===== config.mk =====
export PLATFORM = sky130hd
export DESIGN_NAME = epoch_alarm_timer
export DESIGN_NICKNAME = d
export VERILOG_FILES = /design/src/rtl/epoch_alarm_timer.sv
export SDC_FILE = /design/constraint.sdc
export NUM_CORES = 2
export LEC_CHECK = 0
export BUFFER_PORTS_ARGS = -buffer_cell sky130_fd_sc_hd__buf_2
export CAP_MARGIN = 5
export CORE_MARGIN = 2
export CORE_UTILIZATION = 42
export DETAILED_ROUTE_END_ITERATION = 8
export GPL_ROUTABILITY_DRIVEN = 0
export SYNTH_ARGS = -nofsm -noshare
export SYNTH_HDL_FRONTEND = slang
export SYNTH_HIERARCHICAL = 1
export SYNTH_SLANG_ARGS = --single-unit

===== constraint.sdc =====
create_clock -name clk -period 14.6 [get_ports clk]
set_clock_uncertainty 0.2 [all_clocks]
set_input_delay 1.46 -clock clk [delete_from_list [all_inputs] [get_ports clk]]
set_output_delay 1.46 -clock clk [all_outputs]
set_load 0.01 [all_outputs]

===== src/rtl/epoch_alarm_timer.sv =====
// Epoch seconds counter driven by the one_hz divider output, with N_ALARM independent
// compare channels (one-shot or periodic), sticky match/overrun flags and a combined irq.

module epoch_alarm_chan #(
  parameter int WIDTH = 64
) (
  input  logic             clk,
  input  logic             rst,
  input  logic             upd,
  input  logic [WIDTH-1:0] next_time,
  input  logic             we,
  input  logic [WIDTH-1:0] wr_cmp,
  input  logic [WIDTH-1:0] wr_per,
  input  logic             clr,
  output logic [WIDTH-1:0] cmp,
  output logic             armed,
  output logic             flag,
  output logic             ovr
);
  logic [WIDTH-1:0] per;
  logic             hit;

  // Compare against the value o_time takes at this edge so the flag rises with zero latency.
  assign hit = upd & armed & (next_time == cmp);

  always_ff @(posedge clk or posedge rst) begin
    if (rst) begin
      cmp   <= '0;
      per   <= '0;
      armed <= 1'b0;
      flag  <= 1'b0;
      ovr   <= 1'b0;
    end else if (we) begin
      cmp   <= wr_cmp;
      per   <= wr_per;
      armed <= 1'b1;
      flag  <= 1'b0;
      ovr   <= 1'b0;
    end else if (hit) begin
      // A coincident clear loses to the set; overrun looks at the pre-clear flag.
      flag <= 1'b1;
      if (flag) ovr <= 1'b1;
      if (per == '0) armed <= 1'b0;
      else           cmp   <= cmp + per;
    end else if (clr) begin
      flag <= 1'b0;
      ovr  <= 1'b0;
    end
  end
endmodule

module epoch_alarm_timer #(
  parameter int WIDTH   = 64,
  parameter int N_ALARM = 4,
  parameter int SEL_W   = 2
) (
  input  logic               clk,
  input  logic               rst,
  input  logic               one_hz,
  input  logic               count_enable,
  input  logic               load_enable,
  input  logic [WIDTH-1:0]   i_time,
  output logic [WIDTH-1:0]   o_time,
  input  logic               alarm_we,
  input  logic [SEL_W-1:0]   alarm_sel,
  input  logic [WIDTH-1:0]   alarm_cmp,
  input  logic [WIDTH-1:0]   alarm_per,
  input  logic [N_ALARM-1:0] flag_clr,
  input  logic [SEL_W-1:0]   rd_sel,
  output logic [WIDTH-1:0]   rd_cmp,
  output logic [N_ALARM-1:0] alarm_armed,
  output logic [N_ALARM-1:0] alarm_flag,
  output logic [N_ALARM-1:0] alarm_ovr,
  output logic               irq
);
  logic                            one_hz_q;
  logic                            tick;
  logic                            upd;
  logic [WIDTH-1:0]                next_time;
  logic [N_ALARM-1:0]              we_vec;
  logic [N_ALARM-1:0][WIDTH-1:0]   cmp_q;

  assign tick = one_hz & ~one_hz_q;
  assign upd  = load_enable | (count_enable & tick);

  always_comb begin
    next_time = o_time;
    if (load_enable)               next_time = i_time;
    else if (count_enable && tick) next_time = o_time + WIDTH'(1);
  end

  // Edge register resets high so a one_hz already high out of reset is not a tick.
  always_ff @(posedge clk or posedge rst) begin
    if (rst) begin
      one_hz_q <= 1'b1;
      o_time   <= '0;
    end else begin
      one_hz_q <= one_hz;
      o_time   <= next_time;
    end
  end

  // Out-of-range selects decode to no channel, so such writes are dropped.
  for (genvar c = 0; c < N_ALARM; c++) begin : g_ch
    assign we_vec[c] = alarm_we & (alarm_sel == SEL_W'(c));

    epoch_alarm_chan #(.WIDTH(WIDTH)) u_ch (
      .clk       (clk),
      .rst       (rst),
      .upd       (upd),
      .next_time (next_time),
      .we        (we_vec[c]),
      .wr_cmp    (alarm_cmp),
      .wr_per    (alarm_per),
      .clr       (flag_clr[c]),
      .cmp       (cmp_q[c]),
      .armed     (alarm_armed[c]),
      .flag      (alarm_flag[c]),
      .ovr       (alarm_ovr[c])
    );
  end

  always_comb begin
    rd_cmp = '0;
    for (int c = 0; c < N_ALARM; c++)
      if (rd_sel == SEL_W'(c)) rd_cmp = cmp_q[c];
  end

  assign irq = |alarm_flag;
endmodule

Word-level counts from Yosys, hierarchy flattened --
Index checks and enable logic that the tools add are counted.
Cells by class: multipliers 0, order comparisons 0, reductions and logical operators 32, bitwise operators 16, muxes and demuxes 54, shifts and indexed selects 0, equal/unequal tests 18, div/mod/pow operators 0, add/subtract/negate cells 5
Operators by type and width (number):
- 64-bit 2-to-1 mux | 18
- 64-bit adder | 4
- 64-bit equality test | 4
- 64-bit logical NOT | 4
- 64-bit by 1-bit adder with 64-bit output (second input constant) | 1
- 1-bit 2-to-1 mux | 36
- 2-bit AND reduction | 12
- 2-bit nonzero test | 8
- 1-bit AND | 14
- 3-bit by 1-bit inequality test with 1-bit output (second input constant) | 4
- 3-bit nonzero test | 4
- 2-bit equality test (second input constant) | 4
- 2-bit by 1-bit inequality test with 1-bit output (second input constant) | 4
- 2-bit by 1-bit equality test with 1-bit output (second input constant) | 2
- 2-bit logical NOT | 2
- 4-bit OR reduction | 1
- 1-bit logical AND | 1
- 1-bit NOT | 1
- 1-bit OR | 1
Word-level totals: bits in writable memories 0, bits in registers 589, memories 0, output and inout bits 141, input bits 206, bits in read-only memories 0, latch bits 0

Longest topological paths before layout --
depth in word-level cells 9, mapped depth 20

Cells and area by module --
The synthesis kept the hierarchy.
Modules (own cells, without submodules):
- epoch_alarm_chan (g_ch[2].u_ch ...) | instances 2, cells an instance 1124, sequential area each 3278.1 um2, area each 10134.7 um2
- epoch_alarm_chan (g_ch[0].u_ch ...) | instances 2, cells an instance 1122, sequential area each 3278.1 um2, area each 10082.2 um2
- epoch_alarm_timer | instances 1, cells an instance 540, sequential area each 1627.8 um2, area each 5476.5 um2

Least setup slack after synthesis --
OpenSTA, ideal clock, no wires.
kind input to register, start point input port count_enable, end point register g_ch[0].u_ch.cmp[0], data required time 14263 ps, buffers on the path 5, arrival 5455 ps, path slack 8808 ps, stages 17, cells stage by stage nand3b_4 -> or4_4 -> buf_6 -> or4b_1 -> buf_2 -> or3_1 -> a31oi_1 -> xnor2_1 -> nand4_1 -> nor4_1 -> nand4_1 -> nor3_1 -> o21a_1 -> buf_6 -> clkbuf_1 -> buf_1 -> a21oi_1
On the way: cells in the longest elaborated chain, start to end 7, elaborated cells on any way between the ends 10, classes of those cells 1 x eq/ne; 2 x mux; 4 x bitwise; 3 x reduce/logical
RTL lines:
- start: declaration | line 60 | input logic count_enable,
- 1-bit logical AND | line 89 | else if (count_enable && tick) next_time = o_time + WIDTH'(1);
- 64-bit 2-to-1 mux | line 89
- 64-bit 2-to-1 mux | line 88 | if (load_enable) next_time = i_time;
- named net next_time[51] | line 79 | logic [WIDTH-1:0] next_time;
- 64-bit equality test | line 24 | assign hit = upd & armed & (next_time == cmp);
- 1-bit AND | line 24
- 2-bit nonzero test (no line)
- 2-bit AND reduction (no line)
- end signal: assignment | line 34 | cmp <= wr_cmp;
- end signal: assignment | line 44 | else cmp <= cmp + per;
- end: declaration | line 15 | output logic [WIDTH-1:0] cmp,
The timed path passes the listed nets, and every way through them passes these cells. A chain may end at the register's enable or synchronous reset.

Worst setup path in the final report --
start point input port one_hz, end point register g_ch[1].u_ch.cmp[62]
On the way: cells in the longest elaborated chain, start to end 8, elaborated cells on any way between the ends 11, classes of those cells 1 x eq/ne; 2 x mux; 5 x bitwise; 3 x reduce/logical
RTL lines:
- start: declaration | line 59 | input logic one_hz,
- 1-bit AND | line 83 | assign tick = one_hz & ~one_hz_q;
- 1-bit logical AND | line 89
- 64-bit 2-to-1 mux | line 89
- 64-bit 2-to-1 mux | line 88
- named net next_time[55] | line 79
- 64-bit equality test | line 24
- 1-bit AND | line 24
- 2-bit nonzero test (no line)
- 2-bit AND reduction (no line)
- end signal: assignment | line 34
- end signal: assignment | line 44
- end: declaration | line 15
The timed path passes the listed nets, and every way through them passes these cells.

==> summary.md <==
| Metric | Value |
|---|---|
| Final hold violation count | `0` |
| Core area | `roughly 110000 um2` |
| Slew @ Worst Pin | `roughly 1.3 ns` |
| Sum Neg Setup Slack | `0 ns` |
| Synth unique cells | `110` |
| Timing-limited maximum frequency | `roughly 140 MHz` |
| Reg2Reg Setup Slack | `~7.6 ns` |
| WS Path Type | `in2reg` |
| Worst-path clk slew | `0.06 ns` |
| Crit-path max FO | `38` |
| CTS tree | `done` |
| Hold Buf Count CTS | `0` |
| Mapped Area | `roughly 46000 um2` |
| Ports | `approximately 350` |
| Buf/Inv on CP | `3` |
| Crit-path cells | `buf_2 -> nand3b_4 -> or4_4 -> or4b_1 -> or3_1 -> a31oi_1 -> inv_1 -> a222oi_1 -> nor4b_1 -> nand4_1 -> nor3_1 -> o21a_4 -> inv_1 -> or3_2 -> mux2i_1 -> a221o_1` |
| Sink Count | `~600` |
| Die ar. | `~110000 um2` |
| Cells after synthesis | `5032` |
| Number of H-tree levels | `3` |
| Tot GR Track Use | `0.357` |
| Crit path top cell by count | `inv_1` |
| # setup viols final | `0` |
| Leak | `21.6 nW` |
| Slowest-stage cell, CP | `a31oi_1` |
| Relative slew margins | `0.114` |
| Startpoint types | `primary input` |
| FF/Latch Area | `between 10000 and 15000 um2` |
| FILL cells | `between 10000 and 15000` |
| Avg Inst Size Synth | `~9.1 um2` |
| DR DRC count | `0` |
| Count of buffers from port buffering | `346` |
| Area Overhead vs Synth | `11.4%` |
| Vias per cell | `around 6.5` |
| WP data arrival | `7.63 ns` |
| CTS Buf Count | `70` |
| CP top delay family | `simple AND/OR/NAND/NOR gates` |
| Max-Cap Viols | `0` |
| Area contributors post-synth | `dfrtp_1 32%, ha_1 6.9%, mux2_2 6.7%` |
| Pin count of the biggest net entering global routing | `between 90 and 100` |
| CTS Buffer Depth | `3` |
| Cell with the most instances after synthesis | `dfrtp_1` |
| Worst Setup End Kind | `register` |
| Antenna-violating nets left | `0` |
| YS warnings | `6` |
| WL final | `roughly 210 mm` |
| Chip Width | `around 330 um` |
| Status | `finished clean` |
| DR vias | `around 44000` |
| DR pass1 iterations | `8` |
| Post_cts resized | `0` |
| Share of the synthesized area in the top cell type | `0.320` |
| DRT iter0 DRCs | `around 5800` |
| Worst-Skew Late Latency | `0.65 ns` |
| Layout cell share with drive strength beyond 1 | `0.191` |
| Number of enable flip-flop cells after synthesis | `0` |
| Slew Limit Fails | `0` |
| PD cells | `~240 nW/um2` |
| Period minus WS final | `between 7 and 8 ns` |
| IR Drop Worst-Case VDD | `about 0.00011 V` |
| Multi-input logic area | `around 30000 um2` |
| Grt ovf | `0` |
| Post-synth top area cell | `dfrtp_1` |
| Vias in the first global route | `between 40000 and 50000` |
| Async S/R FF share, synth | `1.00` |
| Critical path required time | `approximately 15 ns` |
| Avg WL per Cell | `between 30 and 40 um` |
| Post-Syn Nets | `around 5500` |
| Total power after layout | `roughly 0.012 W` |
| First-pass GRT wire length | `roughly 290 mm` |
| Row cnt | `between 100 and 150` |
| Clk root buf | `clkbuf_16` |
| Number of synthesized register bits | `a little under 600` |
| Final worst path period share | `0.497` |
| Die Ht | `335 um` |
| Commonest cells in the netlist | `588 x dfrtp_1, 527 x a21oi_1, 430 x nor2_1, 393 x nand2_1, 276 x o21ai_0` |
| CP max stage delay | `about 0.97 ns` |
| Post-synthesis sequential area ratio | `0.321` |
| Setup Buffers After CTS | `0` |
| Initial Utilization | `0.422` |
| Number of antenna violations at the first check in global routing | `28` |
| Hold WC Path Type | `reg2reg` |
| Nets | `approximately 5700` |
| HPWL after detailed placement | `about 170 mm` |
| RSZ-0062 raised after global routing | `false` |
| Main synth FF type | `dfrtp_1` |
==> state kept, by name, indices dropped and copies added (netlist names) <==
signal,flops
g_ch.u_ch/armed,4
g_ch.u_ch/cmp,256
one_hz_q,1
o_time,64
g_ch.u_ch/flag,4
g_ch.u_ch/ovr,4
g_ch.u_ch/per,256
==> area by class of cell <==
cell class,count,area share
Inverter,125,0.00957
Clock buffer,95,0.0393
Tap cell,1414,0.0346
Sequential cell,589,0.288
Antenna cell,17,0.000832
Timing Repair Buffer,430,0.0463
Multi-Input combinational cell,4055,0.575
Clock inverter,29,0.00661
==> layer usage <==
layer  vias to the layer above  track usage  wire length (um)
met5                         -     0.000868                65
met3                       493        0.102             26800
li1                      19200            -                 -
met4                        10        0.218             14500
met1                     21300        0.487             82500
met2                      2804        0.498             82500
==> path summary, 6_finish.rpt <==
| check | end | depth (start not counted) | from |
|---|---|---|---|
| min in group asynchronous | g_ch[1].u_ch/per[1] | 2 | rst |
| worst min register to register | g_ch[3].u_ch/per[5] | 1 | g_ch[3].u_ch/per[5] |
| max in group asynchronous | g_ch[0].u_ch/cmp[62] | 3 | rst |
| worst max register to register | g_ch[1].u_ch/cmp[62] | 15 | o_time[17] |
| worst max-delay path | g_ch[1].u_ch/cmp[62] | 16 | one_hz |
| worst min-delay path | g_ch[3].u_ch/per[5] | 1 | g_ch[3].u_ch/per[5] |
==> metrics by stage <==
step / instance area, um2 / setup WS [ns] / util / instances / hold slack [ns]
2_1_floorplan: 45900 / 8.81 / - / 5032 / 0.308
4_1_cts: 51100 / 7.57 / 0.470 / 6737 / 0.342
3_5_place_dp: 48700 / 6.93 / 0.448 / 6613 / 0.333
3_3_place_gp: 48700 / 7.03 / 0.448 / 6613 / 0.322
6_report: 51100 / 7.34 / 0.470 / 6754 / 0.343
5_1_grt: 51100 / 7.14 / 0.470 / 6748 / 0.357
==> power by group <==
part | total (W) | switching, W | leakage, nW | internal (W)
Sequential | 0.00321 | 0.00108 | 6.82 | 0.00212
Combinational | 0.00741 | 0.00446 | 13.6 | 0.00294
Clock | 0.00183 | 0.000760 | 1.15 | 0.00107
==> cells in the final DEF (no fill, tap or decap), types with 16 or more instances in the layout <==
cell type  instances
diode_2           17
a22oi_1           37
buf_2            344
xnor2_1          242
dfrtp_1          588
inv_1            118
nand2_1          393
nor2b_1           25
o21ai_1           24
nand4_1          155
o21a_1            34
mux2_2           275
a21oi_1          527
mux4_2            64
nand3_1           84
mux2i_1           69
or3_1             37
o31ai_1           25
a221o_1           37
buf_4             86
a31oi_1           58
clkbuf_16         71
and3_1            24
o21ai_0          272
nor3_1            68
nor4_1           129
nor2_1           429
a21oi_2           16
o211ai_1          32
ha_1             253
xor2_1           224
a221oi_1          16
o21bai_1          54
a21o_1           154
==> cell families (layout without fill, tap and decap cells) <==
family / Yosys count / after routing / share of synthesized area
buffers and inverters: 388 / 679 / 0.0402
XOR/XNOR: 466 / 466 / 0.0889
multiplexers: 408 / 408 / 0.114
adder cells (fa/ha/maj): 257 / 257 / 0.0707
flip-flops: 589 / 589 / 0.321
other: 0 / 17 / 0
AND/OR/NAND/NOR: 1463 / 1463 / 0.157
AO/OA/AOI/OAI: 1461 / 1461 / 0.209
Power figures use the tool's default switching activity.
